### config.mk
export PLATFORM = sky130hd
export DESIGN_NAME = csr_bus_arbiter
export DESIGN_NICKNAME = d
export VERILOG_FILES = /design/src/rtl/csr_bus_arbiter.sv
export SDC_FILE = /design/constraint.sdc
export NUM_CORES = 1
export LEC_CHECK = 0
export ABC_AREA = 1
export BUFFER_PORTS_ARGS = -buffer_cell sky130_fd_sc_hd__buf_2
export CAP_MARGIN = 40
export CELL_PAD_IN_SITES_DETAIL_PLACEMENT = 0
export CELL_PAD_IN_SITES_GLOBAL_PLACEMENT = 1
export CORE_AREA = 2 2 116 163
export DETAILED_ROUTE_END_ITERATION = 10
export DIE_AREA = 0 0 118 165
export HOLD_SLACK_MARGIN = 0.03
export PLACE_DENSITY_LB_ADDON = 0.1
export SYNTH_ARGS = -nofsm -noshare
export SYNTH_HDL_FRONTEND = slang
export SYNTH_SLANG_ARGS = --single-unit
### constraint.sdc
create_clock -name clk -period 1.9 [get_ports clk]
set_input_delay 0.38 -clock clk [delete_from_list [all_inputs] [get_ports clk]]
set_output_delay 0.38 -clock clk [all_outputs]
set_load 0.1 [all_outputs]
### src/rtl/csr_bus_arbiter.sv
// Two-master round-robin arbiter in front of the CSR local register bus.
// One transaction in flight at a time; a watchdog force-completes hung accesses with err.
module csr_bus_arbiter #(
  parameter int ADDR_W  = 16,
  parameter int DATA_W  = 32,
  parameter int STRB_W  = DATA_W/8,
  parameter int TIMEOUT = 16
) (
  input  logic              clk,
  input  logic              rst,
  input  logic              m0_req,
  input  logic              m0_we,
  input  logic [ADDR_W-1:0] m0_addr,
  input  logic [DATA_W-1:0] m0_wdata,
  input  logic [STRB_W-1:0] m0_wstrb,
  output logic              m0_ack,
  output logic              m0_err,
  output logic [DATA_W-1:0] m0_rdata,
  input  logic              m1_req,
  input  logic              m1_we,
  input  logic [ADDR_W-1:0] m1_addr,
  input  logic [DATA_W-1:0] m1_wdata,
  input  logic [STRB_W-1:0] m1_wstrb,
  output logic              m1_ack,
  output logic              m1_err,
  output logic [DATA_W-1:0] m1_rdata,
  output logic              s_wen,
  output logic [ADDR_W-1:0] s_waddr,
  output logic [DATA_W-1:0] s_wdata,
  output logic [STRB_W-1:0] s_wstrb,
  input  logic              s_wready,
  output logic              s_ren,
  output logic [ADDR_W-1:0] s_raddr,
  input  logic [DATA_W-1:0] s_rdata,
  input  logic              s_rvalid,
  output logic              busy
);
  localparam int WDOG_W = $clog2(TIMEOUT);
  localparam logic [WDOG_W-1:0] WDOG_MAX = WDOG_W'(TIMEOUT-1);

  typedef enum logic [1:0] {IDLE, WR, RD, DONE} state_t;

  typedef struct packed {
    logic [ADDR_W-1:0] addr;
    logic [DATA_W-1:0] wdata;
    logic [STRB_W-1:0] wstrb;
  } cmd_t;

  state_t            state, state_n;
  cmd_t              cmd, req_cmd;
  logic              gnt, last_grant, err_q;
  logic              any_req, pick, pick_we, wd_exp;
  logic [WDOG_W-1:0] wdog;

  // Tie goes to the master that was not served last.
  always_comb begin
    any_req       = m0_req || m1_req;
    pick          = (m0_req && m1_req) ? ~last_grant : m1_req;
    pick_we       = pick ? m1_we : m0_we;
    req_cmd.addr  = pick ? m1_addr  : m0_addr;
    req_cmd.wdata = pick ? m1_wdata : m0_wdata;
    req_cmd.wstrb = pick ? m1_wstrb : m0_wstrb;
    wd_exp        = (wdog == WDOG_MAX);
  end

  always_comb begin
    state_n = state;
    s_wen   = 1'b0;
    s_ren   = 1'b0;
    m0_ack  = 1'b0;
    m1_ack  = 1'b0;
    m0_err  = 1'b0;
    m1_err  = 1'b0;
    case (state)
      IDLE: if (any_req) state_n = pick_we ? WR : RD;
      WR: begin
        s_wen = 1'b1;
        if (s_wready || wd_exp) state_n = DONE;
      end
      RD: begin
        s_ren = 1'b1;
        if (s_rvalid || wd_exp) state_n = DONE;
      end
      DONE: begin
        m0_ack  = !gnt;
        m1_ack  = gnt;
        m0_err  = !gnt && err_q;
        m1_err  = gnt && err_q;
        state_n = IDLE;
      end
      default: state_n = IDLE;
    endcase
  end

  // Slave address/data come only from the latched command.
  assign s_waddr = cmd.addr;
  assign s_wdata = cmd.wdata;
  assign s_wstrb = cmd.wstrb;
  assign s_raddr = cmd.addr;
  assign busy    = (state != IDLE);

  always_ff @(posedge clk) begin
    if (rst) begin
      state      <= IDLE;
      last_grant <= 1'b1;
      gnt        <= 1'b0;
      wdog       <= '0;
      err_q      <= 1'b0;
      cmd        <= '0;
      m0_rdata   <= '0;
      m1_rdata   <= '0;
    end else begin
      state <= state_n;
      case (state)
        IDLE: if (any_req) begin
          cmd        <= req_cmd;
          gnt        <= pick;
          last_grant <= pick;
          wdog       <= '0;
        end
        WR: begin
          if (s_wready)    err_q <= 1'b0;
          else if (wd_exp) err_q <= 1'b1;
          else             wdog  <= wdog + WDOG_W'(1);
        end
        RD: begin
          if (s_rvalid) begin
            err_q <= 1'b0;
            if (gnt) m1_rdata <= s_rdata;
            else     m0_rdata <= s_rdata;
          end else if (wd_exp) begin
            err_q <= 1'b1;
            if (gnt) m1_rdata <= '0;
            else     m0_rdata <= '0;
          end else begin
            wdog <= wdog + WDOG_W'(1);
          end
        end
        default: ;
      endcase
    end
  end
endmodule

==> results of run 1 <==
## synth_stat cells (all sizes together)
master / n / area (sq um)
a211oi: 1 / 7.510
a21oi: 71 / 355.3
a31oi: 52 / 325.3
buf: 60 / 410.4
clkbuf: 7 / 26.28
dfxtp: 125 / 2502
ha: 6 / 75.07
inv: 51 / 191.4
nand2: 299 / 1125
nand3: 11 / 55.05
nand4: 1 / 6.260
nor2: 17 / 92.59
nor3: 1 / 5.000
o21a: 1 / 7.510
o21ai: 54 / 270.3
or2: 1 / 6.260
## registers in the layout, summed over array words and instances, names as in the netlist
| signal | flops |
|---|---|
| wdog | 4 |
| s_wdata | 32 |
| s_wstrb | 4 |
| gnt | 1 |
| m0_rdata | 32 |
| s_raddr | 16 |
| last_grant | 1 |
| err_q | 1 |
| state | 2 |
| m1_rdata | 32 |
## layer usage
| metal | up-vias | global-route usage |
|---|---|---|
| met5 | - | 0 |
| met3 | 16 | 0.05905 |
| li1 | 2934 | - |
| met1 | 2442 | 0.2010 |
| met2 | 196 | 0.3121 |
| met4 | 0 | 0.06243 |
## logic make-up after synthesis
family / Yosys count / synth area share
flip-flops: 125 / 0.4582
AND/OR/NAND/NOR: 330 / 0.2362
buffers and inverters: 118 / 0.1150
AO/OA/AOI/OAI: 179 / 0.1769
adder cells (fa/ha/maj): 6 / 0.01375
## power breakdown
group / switching (mW) / internal, mW / leakage [nW]
Sequential: 0.336 / 3.19 / 1.02
Combinational: 6.63 / 1.50 / 2.52
Clock: 1.19 / 1.95 / 0.275
## critical path, stage by stage, from the launching register on
cell and delay [ps]:
dfxtp_1 360, inv_1 110, ha_1 250, inv_4 120
buf_12 180
## how the worst max path moves through the flow
stage / depth (start not counted) / to / start
detailed placement: 7 / wdog[3]$_SDFFE_PP0P_ / state[1]$_SDFFE_PP0P_
finish: 4 / busy / state[0]$_SDFFE_PP0P_
global placement: 7 / wdog[3]$_SDFFE_PP0P_ / state[1]$_SDFFE_PP0P_
global route: 4 / m0_err / state[0]$_SDFFE_PP0P_
CTS: 4 / busy / state[0]$_SDFFE_PP0P_
floorplan: 3 / m0_err / state[1]$_SDFFE_PP0P_
## final cells by class
class,instances,area share
timing repair buffer,297,0.2248
antenna,1,0.0003277
multi-input combinational,515,0.3080
sequential,125,0.3278
clock buffer,20,0.05849
clock inverter,12,0.01589
tap,240,0.03932
inverter,51,0.02539
## repair_timing
action / in CTS / in global routing
endpoints found under the hold margin: 0 / 0
resized for setup: 4 / 2
endpoints found under the setup margin: 3 / 4
cloned: 0 / 0
## stage by stage
stage	util	hold slack (ps)	area (sq um)
after floorplan	-	428.7	5474
after global placement	0.3933	447.0	7049
after detailed placement	0.3933	448.9	7049
after CTS	0.4257	202.7	7631
after global routing	0.4261	218.2	7637
final	0.4261	226.3	7637
==> flow_summary.ini, run 1 <==
[cells_and_area]
multiInputGateArea_sq_um = 2352
syn_to_final_growth_pct = 39.84
final_common_cell = nand2_1
layoutNonFillerInstCount = 1261
seqCellArea_sq_um = 2504
nets = 1157
drive_gt1_frac = 0.3363
fill_cells = 2001
layout_common_cells = nand2_1, buf_2, dfxtp_1

[drt]
drtIter0Drc = 221
wire_per_inst_um = 13.90
wirelength_mm = 17.53
via_count = 5588
drc_errors = 0
ant_nets = 0
via_per_inst = 4.431
firstDrtPassIters = 4
dr_wl_met3_mm = 1.346
wl_met2_mm = 8.600
top_layer_used = met4
wl_met1_mm = 7.288

[run_status]
status = completed

[global_route]
grt_pass1_wl_mm = 27.63
grt_start_max_net_pins = 68
grt_pass1_vias = 5484
grt_antenna_before_repair = 1
grt_usage = 0.1774
grt_overflow = 0

[placed_design]
place_congestion = 0.7817
dp_slack_ps = 233.7
io_buffers = 282
dp_cells = 1228
hpwlAfterDp_mm = 12.49

[synth]
synthCells = 758
yosysSeqAreaShare = 0.4582
syn_avg_cell_area_sq_um = 7.205
ys_ff_latch = 125
synth_area_sq_um = 5461
yosys_warnings = 0
syn_nets = 908
synth_cell_type_count = 25

[clock_tree]
numCtsBuffers = 17
cts_setup_buffers = 0
cts_max_level = 4
cts_tree = done
clock_sinks = 125
holdBufCountCts = 0
cts_max_path_buffers = 2
clkLatencyLatePin_ps = 410
cts-root-buf = clkbuf_16
clk_pin_slew_worst_paths_ps = 60

[pwr]
p_leak_nw = 3.820
vdd_drop_max_uv = 1382
power.density_nw_per_um2 = 1937
power_mw = 14.79

[floorplanning]
start_util = 0.3047
die_x_um = 118
die-area_sq_um = 19470
core.rowCount = 58
fp.dieH_um = 165
coreArea_sq_um = 17920
io_pins = 283

[sta]
fmax_ghz = 0.5496
finalSetupViolCount = 0
fin_worst_skew_ps = 11.21
final.min_clock_period_ps = 1819
slew_headroom = 0.6505
post-route-period-util = 0.9576
finalHoldViolations = 0
rsz0062_at_grt = no
final_max_slew_viol_count = 0
fin_ws_ps = 80.59
fin_tns_setup_ps = 0
tightestPinTransition_ps = 527.8

[critical_path]
start_kind = flip-flop
endpoint_kind = output pin
cp.arrival_ps = 1440
r2r_slack_ps = 250
timing.rr.end = wdog[3]$_SDFFE_PP0P_
critical_path_class = reg -> out
required_ps = 1520
worst-path-max-fanout = 5
reg2reg_from = state[0]$_SDFFE_PP0P_
reg2reg_depth = 7

[worst_hold_path]
hp-class = in -> reg
hold_depth = 3
worstHoldStart = m1_addr[13]
holdPathEnd = s_raddr[13]$_SDFFE_PP0P_

[run]
cap_violations = 0
Power figures use the tool's default switching activity.
==> run 2: changes to the inputs <==
--- a/config.mk
+++ b/config.mk
@@ -15,6 +15,8 @@
 export DIE_AREA = 0 0 118 165
 export HOLD_SLACK_MARGIN = 0.03
 export PLACE_DENSITY_LB_ADDON = 0.1
+export REMOVE_ABC_BUFFERS = 1
+export SETUP_SLACK_MARGIN = 0.1
 export SYNTH_ARGS = -nofsm -noshare
 export SYNTH_HDL_FRONTEND = slang
 export SYNTH_SLANG_ARGS = --single-unit
==> flow_summary.ini, run 2 (synthesis results as in run 1) <==
[clock_tree]
holdBufCountCts = 0
cts_tree = done
clkLatencyLatePin_ps = 410
cts-root-buf = clkbuf_16
cts_max_level = 4
clock_sinks = 125
cts_max_path_buffers = 2
numCtsBuffers = 17
clk_pin_slew_worst_paths_ps = 60

[global_route]
grt_pass1_vias = 5606
grt_pass1_wl_mm = 28.90
grt_usage = 0.1867
grt_overflow = 0
grt_antenna_before_repair = 2
grt_start_max_net_pins = 68

[floorplanning]
core.rowCount = 58
die_x_um = 118
fp.dieH_um = 165
die-area_sq_um = 19470
coreArea_sq_um = 17920
io_pins = 283
start_util = 0.3047

[cells_and_area]
layout_common_cells = nand2_1, buf_2, dfxtp_1
syn_to_final_growth_pct = 40.30
drive_gt1_frac = 0.3418
layoutNonFillerInstCount = 1268
design_area_sq_um = 7662
post-route-util = 0.4275
final_common_cell = nand2_1
nets = 1164

[drt]
via_per_inst = 4.450
wire_per_inst_um = 14.17
firstDrtPassIters = 4
via_count = 5643
drc_errors = 0
wirelength_mm = 17.97
ant_nets = 0
drtIter0Drc = 247

[pwr]
power.density_nw_per_um2 = 1959
p_leak_nw = 3.852
p_int_mw = 6.783
power_frac_comb = 0.549
switching_share = 0.5481
vdd_drop_max_uv = 1146
seq_power_share = 0.234
p_clk_frac = 0.216
p_switching_mw = 8.226

[placed_design]
io_buffers = 282
place_congestion = 0.7807
dp_slack_ps = 206.8
hpwlAfterDp_mm = 12.81
place_area_sq_um = 6982
dp_cells = 1232

[critical_path]
cp_cell_sequence = ha_2, inv_1, nor3_2, clkbuf_8
reg2reg_depth = 7
crit_slowest_cell = dfxtp_2
required_ps = 1520
worst-path-max-fanout = 4
start_kind = flip-flop
reg2reg_from = state[1]$_SDFFE_PP0P_
cp_top_family = flip-flops
r2r_slack_ps = 230
endpoint_kind = output pin
timing.rr.end = wdog[3]$_SDFFE_PP0P_
cp.arrival_ps = 1390
critical_path_class = reg -> out
critPathBufInv = 2
crit_cells = 4
slowest_delay_ps = 350

[sta]
final.min_clock_period_ps = 1766
final_max_slew_viol_count = 0
fin_worst_skew_ps = 6.328
post-route-period-util = 0.9294
finalHoldViolations = 0
fin_ws_ps = 134.2
tightestPinTransition_ps = 540.3
rsz0062_at_grt = yes
finalSetupViolCount = 0
fmax_ghz = 0.5663
slew_headroom = 0.6423

[worst_hold_path]
hold_depth = 3
hp-class = in -> reg
holdPathEnd = s_raddr[13]$_SDFFE_PP0P_
worstHoldStart = m1_addr[13]

[run_status]
status = completed

[run]
cap_violations = 0
-- run 2: layout make-up --
cell class | instances | area [sq um]
clock inverters | 13 | 141.4
repair buffers | 304 | 1727
inverters | 51 | 193.9
diodes | 1 | 2.502
multi-input cells | 515 | 2338
clock buffers | 19 | 452.9
flip-flops and latches | 125 | 2506
fillers | 2051 | 10260
well taps | 240 | 300.3
-- run 2: stage by stage --
| stage | power [mW] | setup TNS, ps | hold WS (ps) |
|---|---|---|---|
| CTS | 15.14 | 0 | 199.2 |
| detailed placement | 11.75 | 0 | 449.0 |
| global placement | 11.76 | 0 | 446.0 |
| global route | 15.78 | 0 | 205.9 |
| finish | 15.01 | 0 | 225.7 |
| floorplan | 9.936 | -48000 | 428.7 |
-- run 2: how the worst max path moves through the flow --
stage,slack [ps],endpoint,startpoint
floorplan,-1160,m0_rdata[0]$_SDFFE_PP0P_,state[0]$_SDFFE_PP0P_
CTS,50,m0_err,state[0]$_SDFFE_PP0P_
global route,30,m0_err,state[1]$_SDFFE_PP0P_
global placement,230,wdog[3]$_SDFFE_PP0P_,state[1]$_SDFFE_PP0P_
detailed placement,210,wdog[3]$_SDFFE_PP0P_,state[1]$_SDFFE_PP0P_
finish,130,m0_err,state[1]$_SDFFE_PP0P_
-- run 2: power by group through the flow --
stage	Clock (mW)	Sequential [mW]	Combinational [mW]
final	3.25	3.51	8.25
after CTS	3.36	3.52	8.26
after global routing	3.46	3.60	8.72
after global placement	0	3.56	8.19
after detailed placement	0	3.55	8.19
after floorplan	0	7.94	2.00
-- run 2: what timing repair did --
action	in CTS	in global routing
pin swaps	0	2
buffers inserted	1	2
cloned	0	0
gates resized for setup	10	11
endpoints found under the setup margin	7	33
-- run 2: worst reg2reg max path: cells and delay by family (launching register included) --
family                     cells  cell delay (ps)
adders and majority gates      1              420
DFF                            1              350
buffers and inverters          1               80
and+or+nand+nor                5              710
-- run 2: routing by layer --
layer / wire (um) / vias up / global-route usage
met2: 8695 / 209 / 0.3266
met1: 7514 / 2463 / 0.2100
met4: 170 / 2 / 0.05969
li1: - / 2957 / -
met5: 16 / - / 0
met3: 1570 / 12 / 0.07079
